File: config.mk
export PLATFORM = sky130hd
export DESIGN_NAME = lcd_pic_writer
export DESIGN_NICKNAME = d
export VERILOG_FILES = /design/src/rtl/lcd_pkg.sv /design/src/rtl/lcd_wr_strobe.sv /design/src/rtl/lcd_pic_writer.sv
export SDC_FILE = /design/constraint.sdc
export NUM_CORES = 1
export LEC_CHECK = 0
export BUFFER_PORTS_ARGS = -buffer_cell sky130_fd_sc_hd__clkbuf_2
export CORE_UTILIZATION = 35
export DETAILED_ROUTE_END_ITERATION = 7
export SYNTH_ARGS = -nofsm -noshare
export SYNTH_HDL_FRONTEND = slang
export SYNTH_SLANG_ARGS = --single-unit
export TNS_END_PERCENT = 100
File: constraint.sdc
create_clock -name clk -period 1.8 [get_ports clk]
set_input_delay 0.27 -clock clk [delete_from_list [all_inputs] [get_ports clk]]
set_output_delay 0.27 -clock clk [all_outputs]
set_load 0.02 [all_outputs]
File: src/rtl/lcd_pkg.sv
// Shared definitions for the picture-ROM to LCD writer: FSM encodings and ROM word layout.
package lcd_pkg;

  localparam int unsigned ROM_LEN_W = 10;
  localparam int unsigned ROM_W     = 9;
  localparam int unsigned RS_BIT    = 0;
  localparam int unsigned DB_MSB    = 8;
  localparam int unsigned DB_LSB    = 1;
  localparam int unsigned DB_W      = DB_MSB - DB_LSB + 1;

  typedef enum logic [2:0] {
    IDLE  = 3'd0,
    SYNC  = 3'd1,
    LOAD  = 3'd2,
    WR_LO = 3'd3,
    WR_HI = 3'd4,
    ADV   = 3'd5,
    DONE  = 3'd6
  } state_e;

  typedef enum logic [1:0] {
    PH_IDLE = 2'd0,
    PH_LO   = 2'd1,
    PH_HI   = 2'd2
  } wr_phase_e;

endpackage

File: src/rtl/lcd_wr_strobe.sv
// WR strobe generator: on go, drives wr_n low for WR_LOW cycles then high for WR_HIGH cycles.
// The *_last_c flags mark the final cycle of each phase so the caller can step in lockstep.
module lcd_wr_strobe
  import lcd_pkg::*;
#(
  parameter int unsigned WR_LOW  = 2,
  parameter int unsigned WR_HIGH = 2,
  parameter int unsigned TW      = 4
) (
  input  logic clk,
  input  logic rst,
  input  logic go,
  output logic wr_n,
  output logic lo_last_c,
  output logic hi_last_c
);

  localparam logic [TW-1:0] LO_END = TW'(WR_LOW - 1);
  localparam logic [TW-1:0] HI_END = TW'(WR_HIGH - 1);

  wr_phase_e       ph_q, ph_d;
  logic [TW-1:0]   tmr_q, tmr_d;
  logic            wr_n_d;

  assign lo_last_c = (ph_q == PH_LO) && (tmr_q == LO_END);
  assign hi_last_c = (ph_q == PH_HI) && (tmr_q == HI_END);

  // Timer restarts from zero on every phase entry
  always_comb begin
    ph_d   = ph_q;
    tmr_d  = tmr_q + TW'(1);
    wr_n_d = 1'b1;
    case (ph_q)
      PH_IDLE: begin
        tmr_d = '0;
        if (go) begin
          ph_d   = PH_LO;
          wr_n_d = 1'b0;
        end
      end
      PH_LO: begin
        if (lo_last_c) begin
          ph_d  = PH_HI;
          tmr_d = '0;
        end else begin
          wr_n_d = 1'b0;
        end
      end
      PH_HI: begin
        if (hi_last_c) begin
          ph_d  = PH_IDLE;
          tmr_d = '0;
        end
      end
      default: begin
        ph_d  = PH_IDLE;
        tmr_d = '0;
      end
    endcase
  end

  always_ff @(posedge clk or posedge rst) begin
    if (rst) begin
      ph_q  <= PH_IDLE;
      tmr_q <= '0;
      wr_n  <= 1'b1;
    end else begin
      ph_q  <= ph_d;
      tmr_q <= tmr_d;
      wr_n  <= wr_n_d;
    end
  end

endmodule

File: src/rtl/lcd_pic_writer.sv
// Streams one picture ROM image onto an 8080-style write-only LCD bus.
// Outputs are registered from the state being entered, so they line up with the FSM state.
module lcd_pic_writer
  import lcd_pkg::*;
#(
  parameter int unsigned WR_LOW  = 2,
  parameter int unsigned WR_HIGH = 2,
  parameter int unsigned TW      = 4
) (
  input  logic                 clk,
  input  logic                 rst,
  input  logic                 start_i,
  input  logic [ROM_W-1:0]     rom_d_i,
  input  logic [ROM_LEN_W-1:0] rom_length_i,
  output logic                 rom_sync_o,
  output logic                 rom_en_o,
  output logic                 lcd_cs_n_o,
  output logic                 lcd_rs_o,
  output logic                 lcd_wr_n_o,
  output logic [DB_W-1:0]      lcd_db_o,
  output logic                 busy_o,
  output logic                 done_o,
  output logic [ROM_LEN_W-1:0] word_cnt_o
);

  state_e               state_q, state_d;
  logic [ROM_LEN_W-1:0] len_q, len_d, word_cnt_d;
  logic [DB_W-1:0]      db_d;
  logic                 rs_d, sync_d, en_d, cs_n_d, busy_d, done_d;
  logic                 strobe_go_c, lo_last_c, hi_last_c;

  assign strobe_go_c = (state_q == LOAD);

  lcd_wr_strobe #(
    .WR_LOW (WR_LOW),
    .WR_HIGH(WR_HIGH),
    .TW     (TW)
  ) u_wr_strobe (
    .clk      (clk),
    .rst      (rst),
    .go       (strobe_go_c),
    .wr_n     (lcd_wr_n_o),
    .lo_last_c(lo_last_c),
    .hi_last_c(hi_last_c)
  );

  // Next state, latched length and bus payload
  always_comb begin
    state_d    = state_q;
    len_d      = len_q;
    word_cnt_d = word_cnt_o;
    db_d       = lcd_db_o;
    rs_d       = lcd_rs_o;
    case (state_q)
      IDLE:    if (start_i) state_d = SYNC;
      SYNC: begin
        len_d   = rom_length_i;
        state_d = LOAD;
      end
      LOAD: begin
        db_d    = rom_d_i[DB_MSB:DB_LSB];
        rs_d    = rom_d_i[RS_BIT];
        state_d = WR_LO;
      end
      WR_LO:   if (lo_last_c) state_d = WR_HI;
      WR_HI:   if (hi_last_c) state_d = (word_cnt_o == len_q) ? DONE : ADV;
      ADV:     state_d = LOAD;
      DONE:    state_d = IDLE;
      default: state_d = IDLE;
    endcase

    sync_d = (state_d == SYNC);
    en_d   = (state_d != ADV);
    cs_n_d = (state_d == IDLE) || (state_d == DONE);
    busy_d = (state_d != IDLE);
    done_d = (state_d == DONE);
    if (state_d == SYNC)     word_cnt_d = '0;
    else if (state_d == ADV) word_cnt_d = word_cnt_o + ROM_LEN_W'(1);
  end

  always_ff @(posedge clk or posedge rst) begin
    if (rst) begin
      state_q    <= IDLE;
      len_q      <= '0;
      rom_sync_o <= 1'b0;
      rom_en_o   <= 1'b1;
      lcd_cs_n_o <= 1'b1;
      lcd_rs_o   <= 1'b0;
      lcd_db_o   <= '0;
      busy_o     <= 1'b0;
      done_o     <= 1'b0;
      word_cnt_o <= '0;
    end else begin
      state_q    <= state_d;
      len_q      <= len_d;
      rom_sync_o <= sync_d;
      rom_en_o   <= en_d;
      lcd_cs_n_o <= cs_n_d;
      lcd_rs_o   <= rs_d;
      lcd_db_o   <= db_d;
      busy_o     <= busy_d;
      done_o     <= done_d;
      word_cnt_o <= word_cnt_d;
    end
  end

endmodule

==> impl_results.md, run 1 <==
* Clock Tree Buf Depth at 2
* Relative slew slack at 0.604
* Final instance area at around 2800 um2
* PnR worst setup slack at -162 ps
* Worst-Margin Slew at 591 ps
* Crit start category: flip-flop
* Root buffer cell: clkbuf_8
* Endpoints failing hold at 0
* Minimum clock period at 1960 ps
* Global route overflow at 0
* Final Skew at 9.74 ps
* Top cells by count, synth: dfrtp_1, mux2_2, nor2_1
* Top FF cell, synth: dfrtp_1
* Fillers at 548
* FF-to-FF Start: u_wr_strobe.tmr_q[1]
* Core ar. at 5610 um2
* Num CTS Buffers at 5
* Critical Path RT at 2030 ps
* Syn avg cell area at 12.1 um2
* Placed insts at around 320
* Tot GR Track Use at 0.149
* DR vias/cell at 4.70
* Final HPWL DP at a little over 3000 um
* Pwr per Cell Area at between 1000 and 1500 nW/um2
* Distinct cells, synth at 36
* Kind of critical path: flip-flop to flip-flop
* CTS tree: yes
* Syn-to-layout area delta at 33.8%
* Syn. warnings at 0
* Initial antenna violation count at 0
* Worst hold stages at 2
* First-pass GRT wire length at around 7000 um
* Max frequency at 510 MHz
* Cell Area, Placed at roughly 2600 um2
* Multi-input gate area at 945 um2
* Worst R2R Setup Slack at -160 ps
* Max IR drop VDD at 608 uV
* Crit-path max cell delay at 380 ps
* I/O pin count at 47
* RSZ-0062 raised after global routing: true
* Final ANT Viol Nets at 0
* Routability Congestion at between 0.7 and 0.8
* Initial core utilization at 0.370
* Final cell count without fillers at approximately 330
* Final design utilization at 0.495
* Worst-path maximum fanout at 6
* Cell Area, Synth at just over 2000 um2
* Hold Startpoint: rom_length_i[9]
* Final Max Tran Viols at 0
* Max-Cap Viols at 0
* Nets at 285
* Leakage at roughly 0.0014 uW
* Final worst path period share at 1.09
* WL final at 4150 um
* R2R depth at 8
* Worst-path clk slew at 80 ps
* Flops & latches, synth at 44
* Rows at 27
* Worst path cell trace: inv_1, ha_1, nor3b_4, nand4_1, a31oi_4, o2111ai_4, or3_1, a21oi_1
* Routed wire per std cell at 12.6 um
* RR Endpoint: word_cnt_o[9]
* Post-synthesis sequential area ratio at 0.533
* Clock sinks at 44
* Number of synthesized flops with an enable pin at 0
* H-tree Lvls at 2
* Via Count at 1547
* Die Ht at approximately 80 um
* Die X at 79.0 um
* Post-synth net total at 200
* DR iter-0 viols at 52
* Outcome: complete, but fails checks
* Share of cells above drive strength 1 at 0.475
* Port buffer count at 46
* Failing checks: negative setup slack
* Worst hold path type: input pin to flip-flop
* Critical path origin: u_wr_strobe.tmr_q[1]
* CP endpoint kind: flip-flop
* Most common cell in the netlist: dfrtp_1
* Worst path slowest cell: dfrtp_1
* Synth area leader: dfrtp_1
* Setup violators final at 11
* Arrival time at the worst endpoint at 2190 ps
* Largest net degree at the start of global routing at 30
* Seq. cell area at 1100 um2
* Post-synthesis cell count at 171
* ANT cells at 0
* Later-pin clock latency in the skew report at 290 ps
* Vias in the first global route at between 1500 and 2000
* Fraction of registers with async set/reset at 1.00
* DRC at 0
* Hold Path End: len_q[9]
* Synth top area share at 0.495
* Die area at roughly 6200 um2
* Top cells by area, synth: dfrtp_1, mux2_2, xor2_1
* Initial DRT Pass Iterations at 4
[layout by cell type (no fill, tap or decap), types with 2 or more instances in the layout]
cell | synthesis | routed
and3_1 | 5 | 5
inv_1 | 8 | 7
nor2_1 | 18 | 18
dfrtp_1 | 41 | 41
a21oi_1 | 4 | 2
nand3_1 | 5 | 5
nand2_1 | 7 | 7
or3_1 | 3 | 3
dfstp_2 | 3 | 3
clkbuf_8 | 0 | 6
mux2_2 | 19 | 19
ha_1 | 7 | 7
buf_4 | 0 | 34
nor4_2 | 1 | 2
o211ai_1 | 5 | 5
xor2_1 | 16 | 16
clkbuf_1 | 0 | 2
a21oi_2 | 0 | 2
clkbuf_2 | 0 | 46
o21ai_0 | 5 | 5
[cell type report]
type,instances,share of cell area
clock buffers,8,0.0325
repair buffers,82,0.186
flip-flops and latches,44,0.398
inverters,8,0.0108
well taps,72,0.0325
multi-input cells,115,0.340
[how the worst max path moves through the flow]
stage,slack (ps),depth (start not counted),end
2_1_floorplan,-110,8,word_cnt_o[9]
3_3_place_gp,-90,8,word_cnt_o[7]
3_5_place_dp,-170,8,word_cnt_o[7]
4_1_cts,-140,8,word_cnt_o[7]
5_1_grt,-270,8,word_cnt_o[8]
6_report,-160,8,word_cnt_o[9]
[routing by layer]
metal | GRT usage | part of all wire
met5 | 0 | 0
met3 | 0.0333 | 0.034
met2 | 0.236 | 0.47
met1 | 0.198 | 0.48
met4 | 0.0545 | 0.015
[metrics by stage]
step | worst slack [ps] | hold slack, ps | total power [uW] | TNS [ps]
4_1_cts | -136 | 193 | 3790 | -645
3_3_place_gp | -88.8 | 270 | 3100 | -338
5_1_grt | -269 | 194 | 4060 | -2330
3_5_place_dp | -170 | 275 | 3140 | -799
2_1_floorplan | -112 | 422 | 2570 | -575
6_report | -162 | 200 | 3790 | -1060
[repair_timing]
action	in CTS	in global routing
endpoints found under the setup margin	10	11
endpoints found under the hold margin	12	0
buffers inserted	2	3
pin swaps	2	12
gates resized for setup	0	4
hold buffers	1	0
[kinds of logic (layout without fill, tap and decap cells)]
family,count (synthesis),count (layout),share of synthesized area
simple gates,49,49,0.130
flops,44,44,0.533
compound gates,22,22,0.0929
mux,20,20,0.108
xor+xnor,17,17,0.0718
buf+inv,12,98,0.0229
fa+ha+maj,7,7,0.0422
[state kept, by name, summed over array words and instances (netlist names), 2 cells and up]
register / cells
u_wr_strobe.ph_q: 2
word_cnt_o: 10
lcd_db_o: 8
state_q: 3
u_wr_strobe.tmr_q: 4
len_q: 10
[worst max-delay path, delay by kind of cell (launching register included)]
kind / cells / cell delay [ps]
flip-flops: 1 / 380
AO/OA/AOI/OAI: 3 / 580
AND/OR/NAND/NOR: 3 / 760
buffers and inverters: 1 / 50
adder cells (fa/ha/maj): 1 / 130
[where the power goes]
part | switching [uW] | internal [uW] | total [uW] | leakage [uW]
clock network | 327 | 314 | 640 | 0.0000455
logic | 847 | 803 | 1650 | 0.000767
registers | 197 | 1310 | 1500 | 0.000543
Note: power is estimated with default switching activity, not from simulation.
==> run 2: changes to the inputs <==
- RECOVER_POWER: unset -> 50
==> run 2 against run 1 <==
The run still ends with negative setup slack left. First-iteration DRC count down 5.8%. Via count unchanged. Maximum frequency about the same. Sequential power about the same. Hold slack about the same. Core utilization down 0.49 points. Register-to-register slack about the same. Routed wire length about the same. Die area unchanged. Non-clock buffer count unchanged. Power down 0.72%. Sequential share of layout area up 0.40 points.
==> impl_results.md, run 2 (synthesized netlist as in run 1, its figures left out) <==
* Minimum clock period at 1960 ps (about the same)
* WL final at 4150 um (about the same)
* RSZ-0062 raised after global routing: true (unchanged)
* DRC at 0 (unchanged)
* Max-Cap Viols at 0 (unchanged)
* Initial antenna violation count at 0 (unchanged)
* Placed insts at 315 (unchanged)
* Final cell count without fillers at 329 (unchanged)
* Worst path cell trace: inv_1, ha_1, nor3b_4, nand4_1, a31oi_4, o2111ai_4, or3_1, a21oi_1 (unchanged)
* Outcome: complete, but fails checks (unchanged)
* Worst path slowest cell: dfrtp_1 (unchanged)
* Port buffer count at 46 (unchanged)
* Pwr per Cell Area at 1370 nW/um2 (about the same)
* Final worst path period share at 1.09 (about the same)
* Clock Tree Buf Depth at 2 (unchanged)
* Later-pin clock latency in the skew report at 290 ps (about the same)
* Final ANT Viol Nets at 0 (unchanged)
* Num CTS Buffers at 5 (unchanged)
* Kind of critical path: flip-flop to flip-flop (unchanged)
* PnR worst setup slack at -162 ps (about the same)
* Routability Congestion at 0.771 (unchanged)
* Final design utilization at 0.490 (was 0.495)
* Worst-path clk slew at 80 ps (about the same)
* Worst-path maximum fanout at 6 (unchanged)
* Critical Path RT at 2030 ps (about the same)
* Nets at 285 (unchanged)
* Root buffer cell: clkbuf_8 (unchanged)
* Setup_tns at -1060 ps (about the same)
* First-pass GRT wire length at 7140 um (unchanged)
* Hold Slack at 200 ps (about the same)
* Max frequency at 510 MHz (about the same)
* Leakage at 0.00132 uW (was 0.00135 uW)
* DR iter-0 viols at 49 (was 52)
* Relative slew slack at 0.575 (was 0.604)
* Largest net degree at the start of global routing at 30 (unchanged)
* Global route overflow at 0 (unchanged)
* Tot GR Track Use at 0.149 (unchanged)
* Pre-CTS WS at -170 ps (unchanged)
* Die Ht at 79.0 um (unchanged)
* Most frequent cells in the layout: dfrtp_1, clkbuf_2, buf_4, mux2_2, nor2_1 (was clkbuf_2, dfrtp_1, buf_4, mux2_2, nor2_1)
* Rows at 27 (unchanged)
* Final Max Tran Viols at 0 (unchanged)
* Crit start category: flip-flop (unchanged)
* CTS tree: yes (unchanged)
* Setup violators final at 11 (unchanged)
* Crit-path leading delay family: simple AND/OR/NAND/NOR gates (unchanged)
* WP buf/inv at 1 (unchanged)
* Fillers at 555 (was 548)
* Worst hold path type: input pin to flip-flop (unchanged)
* Via Count at 1547 (unchanged)
* H-tree Lvls at 2 (unchanged)
* Vias in the first global route at 1526 (unchanged)
* Failing checks: negative setup slack (unchanged)
* Share of cells above drive strength 1 at 0.436 (was 0.475)
* Syn-to-layout area delta at 32.4% (was 33.8%)
* Crit-path max cell delay at 380 ps (about the same)
* Core ar. at 5610 um2 (unchanged)
* Max IR drop VDD at 583 uV (was 608 uV)
* CP endpoint kind: flip-flop (unchanged)
* Commonest non-fill, non-tap cell in the layout: dfrtp_1 (was clkbuf_2)
* ANT cells at 0 (unchanged)
* Initial core utilization at 0.370 (unchanged)
* Clock sinks at 44 (unchanged)
* Routed wire per std cell at 12.6 um (about the same)
* Initial DRT Pass Iterations at 4 (unchanged)
* Die X at 79.0 um (unchanged)
* Die area at 6240 um2 (unchanged)
* I/O pin count at 47 (unchanged)
* Endpoints failing hold at 0 (unchanged)
* DR vias/cell at 4.70 (unchanged)
* Regs by FF count: len_q x10, word_cnt_o x10, lcd_db_o x8 (unchanged)
* Worst-Margin Slew at 637 ps (was 591 ps)
* Final Skew at 9.74 ps (about the same)
* Final HPWL DP at 3100 um (unchanged)
* Arrival time at the worst endpoint at 2190 ps (about the same)
## run 2: cell counts in the layout (fill, tap and decap cells not counted)
Identical to the previous run, type by type.
## run 2: report_power, final
part           internal, uW  switching [uW]  leakage (uW)
clock                   314             326     0.0000455
sequential             1310             196      0.000543
combinational           778             846      0.000731
total                  2400            1370       0.00132
## run 2: final cells by class
cell class | instances | area (um2) | area share
sequential | 44 | 1100 | 0.402
multi-input combinational | 115 | 945 | 0.344
timing repair buffer | 82 | 488 | 0.178
clock buffer | 8 | 90.1 | 0.0328
tap | 72 | 90.1 | 0.0328
inverter | 8 | 30.0 | 0.0109
## run 2: worst paths after layout
path / cells past startpoint / to / slack [ps] / startpoint
worst max-delay path: 8 / word_cnt_o[9] / -160 / u_wr_strobe.tmr_q[1]
max in group asynchronous: 4 / len_q[2] / 360 / rst
worst min-delay path: 2 / len_q[9] / 200 / rom_length_i[9]
worst max register to register: 8 / word_cnt_o[9] / -160 / u_wr_strobe.tmr_q[1]
worst min register to register: 1 / lcd_db_o[6] / 510 / lcd_db_o[6]
min in group asynchronous: 3 / lcd_db_o[4] / 470 / rst
## run 2: per-stage QoR
stage	area (um2)	power (uW)
2_1_floorplan	2080	2570
3_3_place_gp	2620	3100
3_5_place_dp	2620	3140
4_1_cts	2740	3790
5_1_grt	2750	4030
6_report	2750	3770
## run 2: what timing repair did
action,CTS,global route
endpoints found under the setup margin,10,11
endpoints found under the hold margin,12,0
resized for setup,0,4
buffers inserted,2,3
hold buffers,1,0
pin swaps,2,12
cloned,0,0
## run 2: metal layers
metal	track usage	wire length (um)	share of wire
met1	0.198	1990	0.48
met2	0.236	1950	0.47
met3	0.0333	142	0.034
met4	0.0545	64	0.015
met5	0	0	0
